File: config.mk
export PLATFORM = sky130hd
export DESIGN_NAME = neuron_stim_driver
export DESIGN_NICKNAME = d
export VERILOG_FILES = /design/src/rtl/neuron_stim_driver.sv
export SDC_FILE = /design/constraint.sdc
export NUM_CORES = 1
export LEC_CHECK = 0
export CORE_MARGIN = 8
export CORE_UTILIZATION = 48
export DETAILED_ROUTE_END_ITERATION = 10
export GPL_ROUTABILITY_DRIVEN = 0
export PLACE_DENSITY = 0.76
export SYNTH_ARGS = -nofsm -noshare
export SYNTH_HDL_FRONTEND = slang
export SYNTH_SLANG_ARGS = --single-unit
File: constraint.sdc
create_clock -name clk -period 1.6 [get_ports clk]
set_input_delay 0.32 -clock clk [delete_from_list [all_inputs] [get_ports clk]]
set_output_delay 0.32 -clock clk [all_outputs]
set_load 0.01 [all_outputs]
File: src/rtl/neuron_stim_driver.sv
`default_nettype none
// ============================================================================
// Module   : neuron_stim_driver
// Purpose  : Queues {x1,x0} vectors, drives them onto the neuron input, samples
//            its spike and returns {vector, spike} on a valid/ready port.
//            Optional NEURON_STIM_CNT_EN adds a saturating spike counter.
// Revision : 1.0 - initial release
// ============================================================================
module neuron_stim_driver #(
  parameter int DEPTH       = 4,
  parameter int HOLD_CYCLES = 1,
  parameter int XW          = 4
) (
  input  logic            clk,
  input  logic            rst_n,
  input  logic            in_valid,
  output logic            in_ready,
  input  logic [XW-1:0]   in_x0,
  input  logic [XW-1:0]   in_x1,
  output logic [2*XW-1:0] nrn_in,
  input  logic            nrn_spike,
  output logic            res_valid,
  input  logic            res_ready,
  output logic            res_spike,
  output logic [2*XW-1:0] res_x,
  output logic            busy
`ifdef NEURON_STIM_CNT_EN
  ,
  output logic [7:0]      spike_cnt
`endif
);

  localparam int c_AW = $clog2(DEPTH);
  localparam int c_CW = (HOLD_CYCLES > 1) ? $clog2(HOLD_CYCLES) : 1;
  localparam logic [c_CW-1:0] c_HOLD_LOAD = c_CW'(HOLD_CYCLES - 1);
  localparam logic [c_CW-1:0] c_CNT_ONE   = {{(c_CW-1){1'b0}}, 1'b1};
  localparam logic [c_AW:0]   c_PTR_ONE   = {{c_AW{1'b0}}, 1'b1};

  typedef enum logic [1:0] {
    S_IDLE   = 2'd0,
    S_DRIVE  = 2'd1,
    S_REPORT = 2'd2
  } state_t;

  state_t              r_state;
  logic [2*XW-1:0]     r_mem [DEPTH];
  logic [c_AW:0]       r_wr_ptr;
  logic [c_AW:0]       r_rd_ptr;
  logic [c_CW-1:0]     r_hold_cnt;
  logic [2*XW-1:0]     r_nrn_in;
  logic                r_res_valid;
  logic                r_res_spike;
  logic [2*XW-1:0]     r_res_x;

  logic                w_full;
  logic                w_empty;
  logic                w_push;
  logic                w_pop;

  // Extra pointer bit distinguishes full from empty when the low bits match.
  assign w_full  = (r_wr_ptr[c_AW] != r_rd_ptr[c_AW]) &&
                   (r_wr_ptr[c_AW-1:0] == r_rd_ptr[c_AW-1:0]);
  assign w_empty = (r_wr_ptr == r_rd_ptr);
  assign w_push  = in_valid && !w_full;
  assign w_pop   = (r_state == S_IDLE) && !w_empty;

  assign in_ready  = !w_full;
  assign busy      = (r_state != S_IDLE) || !w_empty;
  assign nrn_in    = r_nrn_in;
  assign res_valid = r_res_valid;
  assign res_spike = r_res_spike;
  assign res_x     = r_res_x;

  always_ff @(posedge clk) begin
    if (w_push) begin
      r_mem[r_wr_ptr[c_AW-1:0]] <= {in_x1, in_x0};
    end
  end

  always_ff @(posedge clk or negedge rst_n) begin
    if (!rst_n) begin
      r_state     <= S_IDLE;
      r_wr_ptr    <= '0;
      r_rd_ptr    <= '0;
      r_hold_cnt  <= '0;
      r_nrn_in    <= '0;
      r_res_valid <= 1'b0;
      r_res_spike <= 1'b0;
      r_res_x     <= '0;
    end else begin
      if (w_push) begin
        r_wr_ptr <= r_wr_ptr + c_PTR_ONE;
      end
      if (w_pop) begin
        r_rd_ptr <= r_rd_ptr + c_PTR_ONE;
      end
      case (r_state)
        S_IDLE: begin
          if (!w_empty) begin
            r_nrn_in   <= r_mem[r_rd_ptr[c_AW-1:0]];
            r_hold_cnt <= c_HOLD_LOAD;
            r_state    <= S_DRIVE;
          end else begin
            r_nrn_in <= '0;
          end
        end
        S_DRIVE: begin
          if (r_hold_cnt != '0) begin
            r_hold_cnt <= r_hold_cnt - c_CNT_ONE;
          end else begin
            // Last hold cycle: the neuron has settled on r_nrn_in.
            r_res_spike <= nrn_spike;
            r_res_x     <= r_nrn_in;
            r_res_valid <= 1'b1;
            r_state     <= S_REPORT;
          end
        end
        S_REPORT: begin
          if (res_ready) begin
            r_res_valid <= 1'b0;
            r_nrn_in    <= '0;
            r_state     <= S_IDLE;
          end
        end
        default: begin
          r_state <= S_IDLE;
        end
      endcase
    end
  end

`ifdef NEURON_STIM_CNT_EN
  logic [7:0] r_spike_cnt;

  always_ff @(posedge clk or negedge rst_n) begin
    if (!rst_n) begin
      r_spike_cnt <= 8'd0;
    end else if (r_res_valid && res_ready && r_res_spike && (r_spike_cnt != 8'hFF)) begin
      r_spike_cnt <= r_spike_cnt + 8'd1;
    end
  end

  assign spike_cnt = r_spike_cnt;
`endif

endmodule
`default_nettype wire
==> impl_metrics.py, run 1 <==
metrics = {
    "die": {
        "initial_core_util_pct": 49.4,
        "die_x_um": 85.2,
        "die_h_um": 85.2,
        "ios": 33,
        "dieArea_um2": 7270,
        "row_count": 25,
        "core_um2": 4660,
    },
    "grt": {
        "gr-total-overflow": 0,
        "first_global_vias": 1351,
        "grt.met2_usage_pct": 18.5,
        "use_met1_pct": 13.6,
        "track_usage_pct": 12.2,
        "grt_pass1_wl_um": 6650,
        "grt_max_degree": 27,
        "top_usage_layer": "met2",
        "use_met3_pct": 5.21,
        "antenna_found_initial": 0,
    },
    "timing": {
        "fmax_mhz": 605,
        "slew_headroom_pct": 70.6,
        "fin_crit_sh_pct": 103,
        "fin_skew_ns": 0.00667,
        "setup_violations": 4,
        "worstMarginPinSlew_ns": 0.441,
        "rsz0062_at_grt": "true",
        "period_needed_ns": 1.65,
        "hold_viol": 0,
        "finalMaxSlewViolations": 0,
        "worst_slack_ns": -0.0533,
    },
    "synthesis": {
        "synth_warnings": 0,
        "synth_area_leaders": "edfxtp_1 (42%), dfrtp_1 (28%), mux4_2 (7.8%), mux2_2 (4.9%), a22o_1 (3.0%)",
        "synth_area_um2": 2300,
        "yosysMostFrequentCell": "edfxtp_1",
        "synthFlopType": "edfxtp_1",
        "syn_nets": 142,
        "synth_common_cells": "edfxtp_1 (32), dfrtp_1 (26), mux2_2 (10), a22o_1 (8), mux4_2 (8)",
        "async_flop_share_pct": 44.8,
        "yosysTopAreaCell": "edfxtp_1",
        "synth_top_cell_area_share_pct": 41.8,
        "ys_seq_area_share_pct": 70.0,
        "synth_edf_count": 32,
        "syn-instance-count": 124,
        "synth_cell_types": 23,
        "synth.avg_cell_area_um2": 18.6,
        "ys_seq_elements": 58,
    },
    "finish": {
        "syn2layout_area_growth_pct": 29.7,
        "final_nets": 196,
        "fin_util_pct": 64.1,
        "layout-drive-gt1-share_pct": 32.2,
        "antenna_cells": 0,
    },
    "cts": {
        "ctsHoldBuffers": 0,
        "htreeDepth": 3,
        "clkSinkCount": 58,
        "path_clk_slew_ns": 0.06,
        "cts_tree": "yes",
        "cts_buffer_depth": 2,
        "root_buffer": "clkbuf_8",
        "cts_made_buffers": 9,
        "clk_latency_ns": 0.33,
    },
    "critical_path": {
        "crit_fanout": 3,
        "end_kind": "output port",
        "cp.required_ns": 1.28,
        "cp.arrival_ns": 1.33,
        "worstSetupPathType": "reg -> out",
        "start_kind": "register",
    },
    "detailed_routing": {
        "drtIter0Drc": 35,
        "vias": 1248,
        "wl_per_cell_um": 17.6,
        "dr.pass1.iters": 4,
        "drcViolationCount": 0,
        "ant_nets": 0,
        "drt-total-wl_um": 4170,
        "viasPerCell": 5.27,
    },
    "power": {
        "irDropWorstVdd_mv": 0.835,
        "p_leak_nw": 1.29,
        "power.density_nw_per_um2": 2090,
    },
    "run_status": {
        "status": "finished, violations left",
        "violations": "negative setup slack",
    },
    "hold_path": {
        "hp-class": "in -> async",
    },
    "flow_run": {
        "cap_violations": 0,
    },
    "placed_design": {
        "portBuffers": 32,
        "dp_hpwl_um": 2840,
        "pre_cts_slack_ns": -0.0733,
    },
}
==> state kept, by name (all words and copies together) (netlist names) <==
name       count
res_spike      1
r_wr_ptr       3
r_mem         32
r_rd_ptr       3
res_valid      1
r_state        2
res_x          8
nrn_in         8
==> per-stage QoR <==
stage | std cells | hold WS [ns] | area (um^2) | power (W) | setup TNS, ns
after floorplan | 124 | 0.0244 | 2300 | 0.00390 | 0
after global placement | 215 | 0.486 | 2730 | 0.00473 | -0.323
after detailed placement | 215 | 0.494 | 2730 | 0.00488 | -1.29
after CTS | 233 | 0.351 | 2930 | 0.00622 | -0.0884
after global routing | 237 | 0.375 | 2990 | 0.00660 | -0.269
final | 237 | 0.349 | 2990 | 0.00623 | -0.0931
==> where the power goes <==
part           switching (W)  internal (W)
clock network       0.000559      0.000707
registers           0.000269       0.00211
logic                0.00114       0.00144
==> logic make-up after synthesis <==
kind of cell / share of synthesized area [%]
multiplexers: 13.4
XOR/XNOR: 3.70
AO/OA/AOI/OAI: 5.33
buffers and inverters: 2.34
adder cells (fa/ha/maj): 2.72
AND/OR/NAND/NOR: 2.50
flip-flops: 70.0
==> repair_timing <==
item | CTS | global route
setup endpoints to repair | 39 | 26
resized for setup | 17 | 10
pin swaps | 3 | 1
setup buffers | 2 | 4
==> worst max-delay path: stages (launching register included) <==
cell and delay [ns]:
dfrtp_1 0.43, xnor2_1 0.29, nand3_1 0.12, buf_2 0.16
==> metal layers <==
layer	up-vias	wire (um)
met5	-	0
met4	0	87
met3	9	261
met2	37	2040
met1	623	1780
li1	579	-
==> cell type report <==
class	instances	area (um^2)
clock buffers	10	128
clock inverters	6	57.6
fillers	334	1680
multi-input cells	58	646
well taps	54	67.6
repair buffers	48	464
inverters	3	11.3
flip-flops and latches	58	1610
==> layout by cell type (no fill, tap or decap) <==
master,Yosys,layout
dlymetal6s2s_1,0,8
a21oi_1,2,2
buf_2,1,2
xor2_1,4,4
o31a_1,2,1
nand2b_1,3,3
buf_4,0,14
bufinv_16,0,1
edfxtp_1,32,32
dlygate4sd2_1,0,2
ha_1,5,5
buf_12,0,1
o21ai_0,1,1
xnor2_1,2,2
nand2_1,2,2
clkbuf_1,0,1
clkbuf_8,0,9
mux2_4,1,1
clkinv_2,0,4
clkinvlp_4,0,1
dfrtp_1,26,26
o311a_1,2,1
nand3_1,1,1
o31a_2,0,1
nor2_1,2,2
buf_6,3,1
a22o_1,8,8
mux4_2,8,8
clkdlybuf4s50_1,0,20
inv_1,3,3
xor2_2,2,2
and2_4,0,3
mux2_2,10,10
o311a_2,0,1
==> final timing paths <==
path / end / cells past startpoint / from / slack [ns]
max in group asynchronous: res_x[1] / 2 / rst_n / 1.00
hold / removal: res_valid / 2 / rst_n / 0.35
hold reg to reg: res_x[4] / 1 / res_x[4] / 0.50
min in group clk: res_x[4] / 1 / res_x[4] / 0.50
setup reg to reg: r_wr_ptr[1] / 5 / r_wr_ptr[1] / -0.04
setup / recovery: busy / 3 / r_rd_ptr[2] / -0.05
Note: power is estimated with default switching activity, not from simulation.
==> run 2: changes to the inputs <==
- CORE_UTILIZATION: 48 -> 50
- PLACE_DENSITY: 0.76 -> 0.75
- clock period: 1.6 -> 2 ns (I/O delays scaled with it)
==> impl_metrics.py, run 2 (synthesized netlist as in run 1, its figures left out) <==
metrics = {
    "run_status": {
        "status": "completed",
    },
    "detailed_routing": {
        "drtIter0Drc": 46,
        "ant_nets": 0,
        "viasPerCell": 5.44,
        "drt-total-wl_um": 3810,
        "drcViolationCount": 0,
        "vias": 1213,
        "dr.pass1.iters": 4,
        "wl_per_cell_um": 17.1,
    },
    "critical_path": {
        "crit_cells": 4,
        "path_cells": "xor2_2 > nor2_1 > nand3_1 > dlygate4sd2_1",
        "cp_slowest_cell": "dfrtp_2",
        "cp.arrival_ns": 1.48,
        "cpLargestDelayFamily": "flip-flops",
        "rr_endpoint": "r_mem[2][6]",
        "worstSetupPathType": "reg -> out",
        "critPathMaxStageDelay_ns": 0.45,
        "cp.required_ns": 1.60,
        "rr_startpoint": "r_wr_ptr[2]",
        "ff2ff_path_depth": 3,
        "start_kind": "register",
        "r2r_slack_ns": 0.24,
        "end_kind": "output port",
        "critPathBufInv": 1,
        "crit_fanout": 5,
    },
    "timing": {
        "hold_viol": 0,
        "fin_setup_tns_ns": 0,
        "setup_violations": 0,
        "rsz0062_at_grt": "false",
        "worstMarginPinSlew_ns": 0.509,
        "fin_crit_sh_pct": 94.2,
        "fin_skew_ns": 0.00741,
        "period_needed_ns": 1.88,
        "finalMaxSlewViolations": 0,
        "fmax_mhz": 531,
        "slew_headroom_pct": 66.0,
    },
    "finish": {
        "antenna_cells": 0,
        "fill_cells": 291,
        "largest_reg_flops": 32,
        "layout-drive-gt1-share_pct": 24.0,
        "seq_area_um2": 1610,
        "most-common-layout-cells": "edfxtp_1 (32), clkdlybuf4s50_1 (30), dfrtp_1 (25)",
        "final_nets": 185,
        "final_common_cell": "edfxtp_1",
        "multi_input_area_um2": 636,
        "syn2layout_area_growth_pct": 24.4,
        "fin_util_pct": 65.3,
    },
    "grt": {
        "track_usage_pct": 11.6,
        "grt_max_degree": 27,
        "gr-total-overflow": 0,
        "grt_pass1_wl_um": 6250,
        "first_global_vias": 1244,
        "antenna_found_initial": 0,
    },
    "cts": {
        "clkSinkCount": 58,
        "ctsHoldBuffers": 0,
        "cts_made_buffers": 9,
        "root_buffer": "clkbuf_8",
        "cts_tree": "yes",
        "clk_latency_ns": 0.33,
        "path_clk_slew_ns": 0.06,
        "cts_buffer_depth": 2,
        "htreeDepth": 3,
    },
    "placed_design": {
        "dp_hpwl_um": 2740,
        "portBuffers": 32,
    },
    "die": {
        "row_count": 24,
        "dieArea_um2": 7030,
        "core_um2": 4380,
        "die_h_um": 83.8,
        "die_x_um": 83.8,
        "initial_core_util_pct": 52.5,
        "ios": 33,
    },
    "power": {
        "power.density_nw_per_um2": 1650,
        "p_leak_nw": 1.11,
        "irDropWorstVdd_mv": 0.760,
    },
    "flow_run": {
        "cap_violations": 0,
    },
    "hold_path": {
        "hp-class": "in -> async",
    },
}
run 2: what timing repair did:
| item | in CTS | in global routing |
|---|---|---|
| endpoints found under the setup margin | 2 | 0 |
| resized for setup | 3 | 0 |
| setup buffers | 1 | 0 |
run 2: report_power, final:
| group | leakage, nW | switching [W] | internal, W |
|---|---|---|---|
| sequential | 0.613 | 0.000244 | 0.00169 |
| combinational | 0.411 | 0.000795 | 0.000988 |
| clock | 0.0885 | 0.000441 | 0.000558 |
| total | 1.11 | 0.00148 | 0.00324 |
run 2: area by class of cell:
class	count	share of cell area [%]
multi-input cells	58	22.2
clock buffers	9	4.33
well taps	52	2.27
inverters	3	0.393
repair buffers	37	12.4
flip-flops and latches	58	56.3
clock inverters	6	2.05
run 2: per-layer routing:
metal  global-route usage (%)  vias up  routed length, um
met5                        0        -                  0
met4                     7.69        0                 93
met3                     5.76       13                308
met2                     15.0       50               1590
met1                     14.7      588               1810
li1                         -      562                  -
run 2: through the flow:
stage	instances	setup WS [ns]	instance area [um^2]	power [W]	hold slack, ns
floorplan	124	0.390	2300	0.00312	0.104
CTS	223	0.0971	2860	0.00477	0.447
finish	223	0.116	2860	0.00472	0.437
detailed placement	207	0.107	2670	0.00376	0.493
global route	223	0.0370	2860	0.00501	0.474
global placement	207	0.158	2670	0.00367	0.487
run 2: how the worst max path moves through the flow:
stage	start	end	slack (ns)
floorplan	r_rd_ptr[0]	r_mem[2][0]	0.39
global placement	in_valid	r_mem[0][2]	0.16
detailed placement	in_valid	r_mem[2][3]	0.11
CTS	r_wr_ptr[1]	busy	0.1
global route	r_wr_ptr[2]	busy	0.04
finish	r_wr_ptr[1]	busy	0.12
==> run 3: changes to the inputs <==
- DONT_BUFFER_PORTS: unset -> 1
- PLACE_DENSITY: 0.75 -> 0.66
- SLEW_MARGIN: unset -> 20
==> impl_metrics.py, run 3 (synthesized netlist as in run 1, its figures left out) <==
metrics = {
    "cts": {
        "clk_latency_ns": 0.33,
        "cts_buffer_depth": 2,
        "htreeDepth": 3,
        "root_buffer": "clkbuf_8",
        "clkSinkCount": 58,
        "path_clk_slew_ns": 0.06,
        "cts_tree": "yes",
        "cts.repair.resized": 0,
        "cts_made_buffers": 9,
    },
    "detailed_routing": {
        "vias": 1074,
        "ant_nets": 0,
        "drcViolationCount": 0,
        "dr.pass1.iters": 4,
        "drt-total-wl_um": 3740,
        "drtIter0Drc": 59,
        "wl_per_cell_um": 19.7,
        "viasPerCell": 5.65,
    },
    "die": {
        "initial_core_util_pct": 52.5,
        "die_x_um": 83.8,
        "die_h_um": 83.8,
        "ios": 33,
        "core_um2": 4380,
        "row_count": 24,
        "dieArea_um2": 7030,
    },
    "finish": {
        "finalInstanceArea_um2": 2520,
        "largest_reg_flops": 32,
        "syn2layout_area_growth_pct": 9.46,
        "layout-drive-gt1-share_pct": 26.1,
        "final_common_cell": "edfxtp_1",
        "final_nets": 152,
        "fin_util_pct": 57.4,
        "antenna_cells": 0,
        "most-common-layout-cells": "edfxtp_1 (32), dfrtp_1 (26), mux2_2 (10)",
    },
    "flow_run": {
        "cap_violations": 0,
    },
    "timing": {
        "finalMaxSlewViolations": 0,
        "hold_viol": 0,
        "fin_skew_ns": 0.00638,
        "worstMarginPinSlew_ns": 0.478,
        "fin_crit_sh_pct": 88.3,
        "fmax_mhz": 567,
        "period_needed_ns": 1.77,
        "worst_slack_ns": 0.235,
        "slew_headroom_pct": 68.1,
        "rsz0062_at_grt": "false",
        "setup_violations": 0,
        "fin_setup_tns_ns": 0,
    },
    "critical_path": {
        "critPathMaxStageDelay_ns": 0.46,
        "cp_slowest_cell": "dfrtp_1",
        "cpLargestDelayFamily": "flip-flops",
        "cp.required_ns": 1.99,
        "startpoint": "r_wr_ptr[1]",
        "cp.arrival_ns": 1.76,
        "r2r_slack_ns": 0.23,
        "rr_endpoint": "r_mem[2][5]",
        "ff2ff_path_depth": 3,
        "crit_fanout": 8,
        "path_cells": "xor2_2 > o31a_1 > and2_1",
        "end_kind": "register",
        "rr_startpoint": "r_wr_ptr[1]",
        "critPathBufInv": 0,
        "worstSetupPathType": "reg -> reg",
        "crit_cells": 3,
        "start_kind": "register",
    },
    "placed_design": {
        "portBuffers": 0,
        "pre_cts_slack_ns": 0.225,
        "dp_hpwl_um": 2720,
        "placed_cell_area_um2": 2340,
    },
    "power": {
        "power.density_nw_per_um2": 1650,
        "p_total_w": 0.00416,
        "irDropWorstVdd_mv": 0.569,
        "p_leak_nw": 0.986,
    },
    "grt": {
        "grt_pass1_wl_um": 6290,
        "grt_max_degree": 27,
        "track_usage_pct": 11.8,
        "antenna_found_initial": 0,
        "gr-total-overflow": 0,
        "first_global_vias": 1184,
    },
    "hold_path": {
        "hold_path_startpoint": "in_x0[0]",
        "hold-path-endpoint": "r_mem[2][0]",
        "hp-class": "in -> reg",
        "holdPathStages": 0,
    },
    "run_status": {
        "status": "completed",
    },
}
-- run 3: worst max path at each step --
| stage | to | slack, ns |
|---|---|---|
| 2_1_floorplan | r_mem[2][0] | 0.39 |
| 3_5_place_dp | r_mem[2][6] | 0.23 |
| 5_1_grt | r_mem[1][5] | 0.06 |
| 3_3_place_gp | r_mem[0][1] | 0.34 |
| 6_report | r_mem[2][5] | 0.23 |
| 4_1_cts | r_mem[2][5] | 0.21 |
-- run 3: metal layers --
layer,global-route usage (%),vias up,wire [um]
met5,0,-,0
li1,-,489,-
met3,5.08,6,341
met4,8.95,0,47
met1,15.0,541,1720
met2,15.2,38,1630
-- run 3: layout make-up --
| cell class | instances | area (um^2) |
|---|---|---|
| clock buffer | 10 | 128 |
| clock inverter | 5 | 22.5 |
| fill | 337 | 1870 |
| inverter | 3 | 11.3 |
| multi-input combinational | 58 | 636 |
| sequential | 58 | 1610 |
| tap | 52 | 65.1 |
| timing repair buffer | 4 | 45.0 |
-- run 3: repair_timing --
item | in CTS | in global routing
buffers inserted | 0 | 0
endpoints found under the hold margin | 26 | 0
hold buffers | 2 | 0
endpoints found under the setup margin | 0 | 0
-- run 3: where the power goes --
part           total [W]  internal, W  switching (W)
combinational    0.00127     0.000647       0.000620
sequential       0.00205      0.00169       0.000354
clock           0.000843     0.000426       0.000417
total            0.00416      0.00276        0.00139
-- run 3: metrics by stage --
| step | instances | hold WS, ns |
|---|---|---|
| after floorplan | 124 | 0.104 |
| after global placement | 173 | 0.105 |
| after detailed placement | 173 | 0.105 |
| after CTS | 190 | 0.145 |
| after global routing | 190 | 0.141 |
| final | 190 | 0.161 |
